### src/rtl/exec_stage.sv
`default_nettype none
// ============================================================================
// Module      : exec_stage
// Description : RV32I execute stage. Operand forwarding, ALU, branch/jump
//               resolution with combinational PC redirect, and the E/M
//               pipeline register feeding the memory stage.
//               Optional macro EXEC_BRANCH_STATS_EN adds branch counters
//               (brCountM, brTakenCountM).
// Revision    : 1.0 - initial release
// ============================================================================
module exec_stage #(
  parameter int              XLEN   = 32,
  parameter logic [XLEN-1:0] RST_PC = '0
) (
  input  logic            clk,
  input  logic            rst_n,
  input  logic            holdM,
  input  logic            ALUSrcE,
  input  logic            luiE,
  input  logic            regWriteE,
  input  logic            memWriteE,
  input  logic [XLEN-1:0] RD1E,
  input  logic [XLEN-1:0] RD2E,
  input  logic [XLEN-1:0] PCE,
  input  logic [XLEN-1:0] PCPlus4E,
  input  logic [XLEN-1:0] extImmE,
  input  logic [4:0]      RdE,
  input  logic [2:0]      branchE,
  input  logic [2:0]      ALUControlE,
  input  logic [1:0]      jumpE,
  input  logic [1:0]      resultSrcE,
  input  logic [1:0]      forwardAE,
  input  logic [1:0]      forwardBE,
  input  logic [XLEN-1:0] resultW,
  input  logic [XLEN-1:0] ALUResultFwdM,
  output logic            PCSrcE,
  output logic [XLEN-1:0] PCTargetE,
  output logic [XLEN-1:0] ALUResultM,
  output logic [XLEN-1:0] writeDataM,
  output logic [XLEN-1:0] PCPlus4M,
  output logic [4:0]      RdM,
  output logic            regWriteM,
  output logic            memWriteM,
  output logic [1:0]      resultSrcM
`ifdef EXEC_BRANCH_STATS_EN
  ,
  output logic [31:0]     brCountM,
  output logic [31:0]     brTakenCountM
`endif
);

  localparam logic [2:0] c_ALU_ADD  = 3'b000;
  localparam logic [2:0] c_ALU_SUB  = 3'b001;
  localparam logic [2:0] c_ALU_AND  = 3'b010;
  localparam logic [2:0] c_ALU_OR   = 3'b011;
  localparam logic [2:0] c_ALU_XOR  = 3'b100;
  localparam logic [2:0] c_ALU_SLT  = 3'b101;
  localparam logic [2:0] c_ALU_SLTU = 3'b110;

  localparam logic [2:0] c_BR_BEQ  = 3'b001;
  localparam logic [2:0] c_BR_BNE  = 3'b010;
  localparam logic [2:0] c_BR_BLT  = 3'b011;
  localparam logic [2:0] c_BR_BGE  = 3'b100;
  localparam logic [2:0] c_BR_BLTU = 3'b101;
  localparam logic [2:0] c_BR_BGEU = 3'b110;

  localparam logic [1:0] c_J_JAL  = 2'b01;
  localparam logic [1:0] c_J_JALR = 2'b10;

  logic [XLEN-1:0] w_fwd_a;
  logic [XLEN-1:0] w_fwd_b;
  logic [XLEN-1:0] w_src_b;
  logic [XLEN-1:0] w_alu;
  logic [XLEN-1:0] w_alu_result;
  logic [XLEN-1:0] w_jalr_sum;
  logic            w_eq;
  logic            w_lt;
  logic            w_ltu;
  logic            w_br_taken;
  logic            w_is_jump;

  // Forwarding selects: 01 = writeback value, 10 = memory-stage ALU result
  always_comb begin
    w_fwd_a = RD1E;
    w_fwd_b = RD2E;
    case (forwardAE)
      2'b01:   w_fwd_a = resultW;
      2'b10:   w_fwd_a = ALUResultFwdM;
      default: w_fwd_a = RD1E;
    endcase
    case (forwardBE)
      2'b01:   w_fwd_b = resultW;
      2'b10:   w_fwd_b = ALUResultFwdM;
      default: w_fwd_b = RD2E;
    endcase
  end

  assign w_src_b = ALUSrcE ? extImmE : w_fwd_b;

  // ALU; set-less-than results are zero-extended single bits
  always_comb begin
    w_alu = '0;
    case (ALUControlE)
      c_ALU_ADD:  w_alu = w_fwd_a + w_src_b;
      c_ALU_SUB:  w_alu = w_fwd_a - w_src_b;
      c_ALU_AND:  w_alu = w_fwd_a & w_src_b;
      c_ALU_OR:   w_alu = w_fwd_a | w_src_b;
      c_ALU_XOR:  w_alu = w_fwd_a ^ w_src_b;
      c_ALU_SLT:  w_alu = {{(XLEN-1){1'b0}}, ($signed(w_fwd_a) < $signed(w_src_b))};
      c_ALU_SLTU: w_alu = {{(XLEN-1){1'b0}}, (w_fwd_a < w_src_b)};
      default:    w_alu = w_fwd_a << w_src_b[4:0];
    endcase
  end

  assign w_alu_result = luiE ? extImmE : w_alu;

  // Branch comparisons always use the forwarded register operands, never the immediate
  assign w_eq  = (w_fwd_a == w_fwd_b);
  assign w_lt  = ($signed(w_fwd_a) < $signed(w_fwd_b));
  assign w_ltu = (w_fwd_a < w_fwd_b);

  // Branch condition evaluation; 000 and the reserved 111 are never taken
  always_comb begin
    w_br_taken = 1'b0;
    case (branchE)
      c_BR_BEQ:  w_br_taken = w_eq;
      c_BR_BNE:  w_br_taken = !w_eq;
      c_BR_BLT:  w_br_taken = w_lt;
      c_BR_BGE:  w_br_taken = !w_lt;
      c_BR_BLTU: w_br_taken = w_ltu;
      c_BR_BGEU: w_br_taken = !w_ltu;
      default:   w_br_taken = 1'b0;
    endcase
  end

  // A jump dominates: target follows the jump type and redirect is forced
  assign w_is_jump  = (jumpE == c_J_JAL) || (jumpE == c_J_JALR);
  assign w_jalr_sum = w_fwd_a + extImmE;
  assign PCTargetE  = (jumpE == c_J_JALR) ? {w_jalr_sum[XLEN-1:1], 1'b0} : (PCE + extImmE);
  assign PCSrcE     = w_is_jump || w_br_taken;

  // E/M pipeline register; holdM freezes every field
  always_ff @(posedge clk or negedge rst_n) begin
    if (!rst_n) begin
      ALUResultM <= '0;
      writeDataM <= '0;
      PCPlus4M   <= RST_PC;
      RdM        <= '0;
      regWriteM  <= 1'b0;
      memWriteM  <= 1'b0;
      resultSrcM <= 2'b00;
    end else if (!holdM) begin
      ALUResultM <= w_alu_result;
      writeDataM <= w_fwd_b;
      PCPlus4M   <= PCPlus4E;
      RdM        <= RdE;
      regWriteM  <= regWriteE;
      memWriteM  <= memWriteE;
      resultSrcM <= resultSrcE;
    end
  end

`ifdef EXEC_BRANCH_STATS_EN
  logic w_is_branch;
  assign w_is_branch = (branchE != 3'b000) && (branchE != 3'b111);

  // Branch statistics: counted only on edges where the instruction advances
  always_ff @(posedge clk or negedge rst_n) begin
    if (!rst_n) begin
      brCountM      <= '0;
      brTakenCountM <= '0;
    end else if (!holdM && w_is_branch) begin
      brCountM <= brCountM + 32'd1;
      if (w_br_taken) begin
        brTakenCountM <= brTakenCountM + 32'd1;
      end
    end
  end
`endif

endmodule
`default_nettype wire

### config.mk
export PLATFORM = sky130hd
export DESIGN_NAME = exec_stage
export DESIGN_NICKNAME = d
export VERILOG_FILES = /design/src/rtl/exec_stage.sv
export SDC_FILE = /design/constraint.sdc
export NUM_CORES = 1
export LEC_CHECK = 0
export BUFFER_PORTS_ARGS = -buffer_cell sky130_fd_sc_hd__buf_2
export CAP_MARGIN = 20
export CORE_UTILIZATION = 32
export CTS_BUF_LIST = sky130_fd_sc_hd__clkbuf_8
export CTS_CLUSTER_SIZE = 16
export DETAILED_ROUTE_END_ITERATION = 10
export PLACE_DENSITY_LB_ADDON = 0.15
export SLEW_MARGIN = 15
export SYNTH_ARGS = -nofsm -noshare
export SYNTH_HDL_FRONTEND = slang
export SYNTH_SLANG_ARGS = --single-unit
export TNS_END_PERCENT = 1
### constraint.sdc
create_clock -name clk -period 14.6 [get_ports clk]
set_clock_uncertainty 0.2 [all_clocks]
set_input_delay 3.65 -clock clk [delete_from_list [all_inputs] [get_ports clk]]
set_output_delay 3.65 -clock clk [all_outputs]
set_load 0.05 [all_outputs]
Word-level counts from Yosys, hierarchy flattened
Cells that the tools add are included.

cells by class
  $add $sub $neg = 4
  $lt $le $gt $ge = 4
  eq/ne operators = 19
  shift-type cells = 1
  multiplexer cells = 7
  bitwise logic cells = 3
  reduce and logical (&&, ||, !) cells = 6

operators by type and width
  cell                  count
  $pmux W32 S7          1
  $lt A32 B32 Y1        4
  $pmux W32 S2          2
  $add A32 B32 Y32      3
  $mux W32              3
  $and A32 B32 Y32      1
  $eq A32 B32 Y1        1
  $or A32 B32 Y32       1
  $shl A32 B5 Y32       1
  $sub A32 B32 Y32      1
  $xor A32 B32 Y32      1
  $eq A3 B3 Y1 const B  6
  $eq A3 B2 Y1 const B  4
  $eq A2 B1 Y1 const B  3
  $eq A2 B2 Y1 const B  3
  $eq A3 B1 Y1 const B  2
  $pmux W1 S6           1
  $logic_not A1 Y1      3
  $logic_not A3 Y1      1
  $logic_or A1 B1 Y1    2

word-level totals
  register bits after elaboration = 105
  output and inout bits = 138
  logic and storage cells = 51

Longest topological paths before layout
  word-level depth = 6
  gate-level depth with buffers = 21
  depth with buffers taken out = 17

Least setup slack after synthesis
OpenSTA, ideal clock, no wires.

  path kind = input to output
  start point = in forwardAE[0]
  end point = out PCTargetE[18]
  arrival = 7.722 ns
  setup slack = 3.028 ns
  stages on the path = 18
  buffers on the path = 2
  cell sequence = inv_1 ha_1 buf_2 buf_1 mux2i_1 inv_1 nor2_1 fa_1 a211oi_1 o21bai_1 o21ai_0 o32ai_1 a211o_1 a21o_1 a21oi_1 o21ai_0 xnor2_1 mux2i_1

between the ends
  cells in the longest elaborated chain, start to end = 4
  elaborated cells between the ends (all ways) = 5

ends and longest elaborated chain
  what                                                 RTL line  source
  start: declaration                                   32        input logic [1:0] forwardAE,
  $eq A2 B2 Y1 / $eq A2 B1 Y1 (equally long branches)  86        case (forwardAE)
  $pmux W32 S2 *                                       86
  $add A32 B32 Y32 *                                   138       assign w_jalr_sum = w_fwd_a + extImmE;
  $mux W32 *                                           139       assign PCTargetE = (jumpE == c_J_JALR) ? {w_jalr_sum[XLEN-1:1], 1'b0} : (PCE + extImmE);
  end: declaration                                     37        output logic [XLEN-1:0] PCTargetE,

Every way passes the cells marked *; elsewhere a longest branch is shown, timed or not.

Worst setup path in the final report
  start point = in forwardAE[0]
  end point = out PCTargetE[31]

Same word-level chain as after synthesis.

==> results.json <==
{
  "run_status": "finished, final reports clean",
  "leakagePower_nw": 9.07,
  "ys_types": 85,
  "dp_slack_ns": 2.13,
  "path_clk_slew_ns": 0.14,
  "synth_seq_area_share": 0.160,
  "synth_top_area_share": 0.160,
  "timing.slew.headroom": 0.200,
  "tns_ns": 0,
  "via_per_inst": 5.89,
  "wl_per_cell_um": 24.9,
  "maxSlewViolCount": 0,
  "post_cts_buffers": 0,
  "finalCritPeriodShare": 0.859,
  "clkLatencyLatePin_ns": 0.47,
  "gp_congestion": 0.974,
  "seqCellArea_sq_um": 2630,
  "power.total_mw": 1.83,
  "syn_inst": 2247,
  "synth-async-reset-ratio": 1.00,
  "port_buffers": 387,
  "synth_top_area_cell": "dfrtp_1",
  "cts_tree": "built",
  "crit_chain": "buf_2 > inv_1 > ha_2 > a22oi_1 > o21ai_0 > ha_1 > a21o_1 > a211oi_1 > nand2_1 > a21oi_1 > o311ai_1 > nand4_1 > nand2_1 > or4b_2 > a32oi_1 > xnor2_1 > buf_2",
  "power_frac_clock": 0.121,
  "power.density_nw_per_um2": 95.1,
  "cp.arrival_ns": 8.69,
  "critical_path_buf_inv_count": 3,
  "cts_max_level": 3,
  "synth_warnings": 0,
  "clock-sinks": 105,
  "grt_pass1_vias": 18350,
  "max-cap-violations": 0,
  "synth.area.top_cells": "dfrtp_1 16%, ha_1 15%, o21ai_0 8.1%, a21oi_1 6.9%, nand2_1 5.3%",
  "grt_max_degree": 69,
  "crit_fanout": 32,
  "critPathMaxStageDelay_ns": 0.81,
  "ant_nets": 0,
  "min_path_type": "reg2reg",
  "drc": 0,
  "ys_ff_latch": 105,
  "ios": 388,
  "cp.required_ns": 10.75,
  "drt_pre_antenna_iters": 7,
  "multi_input_area_sq_um": 12700,
  "syn_nets": 2702,
  "hold_buffers": 0,
  "end_kind": "primary output",
  "vdd_ir_drop_max_uv": 43.9,
  "period_minus_slack_ns": 12.54,
  "start_kind": "input pin",
  "grt_overflow_total": 0,
  "clockBufferDepth": 2,
  "synth_commonest_cells": "266 x o21ai_0, 233 x nand2_1, 225 x a21oi_1, 201 x ha_1, 159 x nor2_1",
  "fin_ws_ns": 2.06,
  "die_width_um": 229,
  "fmax_ghz": 0.0798,
  "dp_hpwl_mm": 65.3,
  "p_sw_mw": 1.04,
  "numCtsBuffers": 9,
  "vias": 19071,
  "drive_above_1_share": 0.203,
  "drt_iter0_markers": 1827,
  "start_util": 0.326,
  "setup_viol": 0,
  "setup.worst_path.class": "in2out",
  "core_sq_um": 50400,
  "ctsResizeCount": 0,
  "intPower_mw": 0.792,
  "antenna_found_initial": 6,
  "dieArea_sq_um": 52300,
  "root_buffer": "clkbuf_8",
  "area_growth_pct": 17.1,
  "synth_area_sq_um": 16400,
  "final_nets": 3012,
  "rsz0062_at_grt": "false",
  "seqPwrFrac": 0.192,
  "dieHeight_um": 229,
  "combPwrFrac": 0.687,
  "syn_area_per_cell_sq_um": 7.31,
  "tightest_slew_ns": 1.17,
  "std_cell_rows": 82,
  "drt_wl_total_mm": 80.5,
  "synth_ff_type": "dfrtp_1",
  "critical_path.top_delay_family": "compound AO/OA/AOI/OAI gates",
  "yosysMostFrequentCell": "o21ai_0",
  "hold_violations": 0,
  "swShare": 0.567,
  "synth_edf_count": 0,
  "grt_pass1_wl_mm": 118,
  "grt_use_total": 0.297,
  "fillCellCount": 5461,
  "cpMaxStageDelayCell": "o21ai_0"
}
## worst paths after layout
kind	start	endpoint	slack [ns]	depth (start not counted)
hold reg to reg	ALUResultM[3]	ALUResultM[3]	0.30	2
setup / recovery	forwardAE[0]	PCTargetE[31]	2.06	17
max in group asynchronous	rst_n	ALUResultM[26]	9.85	2
hold / removal	ALUResultM[3]	ALUResultM[3]	0.30	2
min in group asynchronous	rst_n	resultSrcM[0]	3.03	1
setup reg to reg	ALUResultM[25]	ALUResultM[25]	13.33	5
## area by class of cell
class,count,share of cell area
Multi-Input combinational cell,1854,0.659
Sequential cell,105,0.137
Timing Repair Buffer,433,0.119
Tap cell,672,0.0437
Inverter,154,0.0300
Clock buffer,9,0.00644
Clock inverter,7,0.00436
Antenna cell,3,0.000390
## sequential cells by signal (all words and copies together) (netlist names)
name / count
ALUResultM: 32
RdM: 5
PCPlus4M: 32
writeDataM: 32
resultSrcM: 2
memWriteM: 1
regWriteM: 1
## per-stage QoR
| stage | cell area, sq um | std cells | util | hold WS [ns] |
|---|---|---|---|---|
| 4_1_cts | 19200 | 3234 | 0.382 | 0.300 |
| 3_5_place_dp | 19000 | 3218 | 0.378 | 0.270 |
| 6_report | 19200 | 3237 | 0.382 | 0.295 |
| 5_1_grt | 19200 | 3237 | 0.382 | 0.310 |
| 2_1_floorplan | 16400 | 2247 | - | 0.572 |
| 3_3_place_gp | 19000 | 3218 | 0.378 | 0.264 |
## routing by layer
metal / vias up / part of all wire / track usage / wire, um
met5: - / 0.00012 / 0 / 10
met4: 2 / 0.044 / 0.129 / 3540
met3: 169 / 0.066 / 0.0398 / 5310
met2: 957 / 0.48 / 0.515 / 38500
met1: 9024 / 0.41 / 0.366 / 33200
li1: 8919 / - / - / -
## power by group through the flow
stage | combinational (mW) | clock (mW) | sequential (mW)
final | 1.26 | 0.221 | 0.351
after global routing | 1.35 | 0.237 | 0.355
after CTS | 1.24 | 0.229 | 0.351
after detailed placement | 1.24 | 0 | 0.357
after global placement | 1.24 | 0 | 0.357
after floorplan | 0.728 | 0 | 0.484
## worst reg2reg max path: stages, from the launching register on
cell and delay [ns]:
dfrtp_1 0.39, nand2b_1 0.14, o31ai_1 0.10, nor2_1 0.09
nand3b_1 0.13, o211ai_1 0.10
## kinds of logic after synthesis
group	synth area share
xor gates and xnor gates	0.0357
DFF	0.160
and+or+nand+nor	0.163
AOI/OAI and AO/OA	0.349
adders and majority gates	0.158
buffers and inverters	0.0681
muxes	0.0654
## placed cells by master, fill, tap and decap left out, types with 25 or more instances in the layout
cell type and n:
nor2_1 159, xnor2_1 43, ha_1 200, dfrtp_1 105
a21o_1 56, a22oi_1 48, mux2_2 43, nor3_1 34
nand2b_1 25, a221o_1 41, mux2i_1 59, inv_1 153
a21oi_1 225, buf_4 47, nand2_1 233, nand3_1 25
o21ai_0 266, buf_2 385
(Power assumes the default switching activity.)
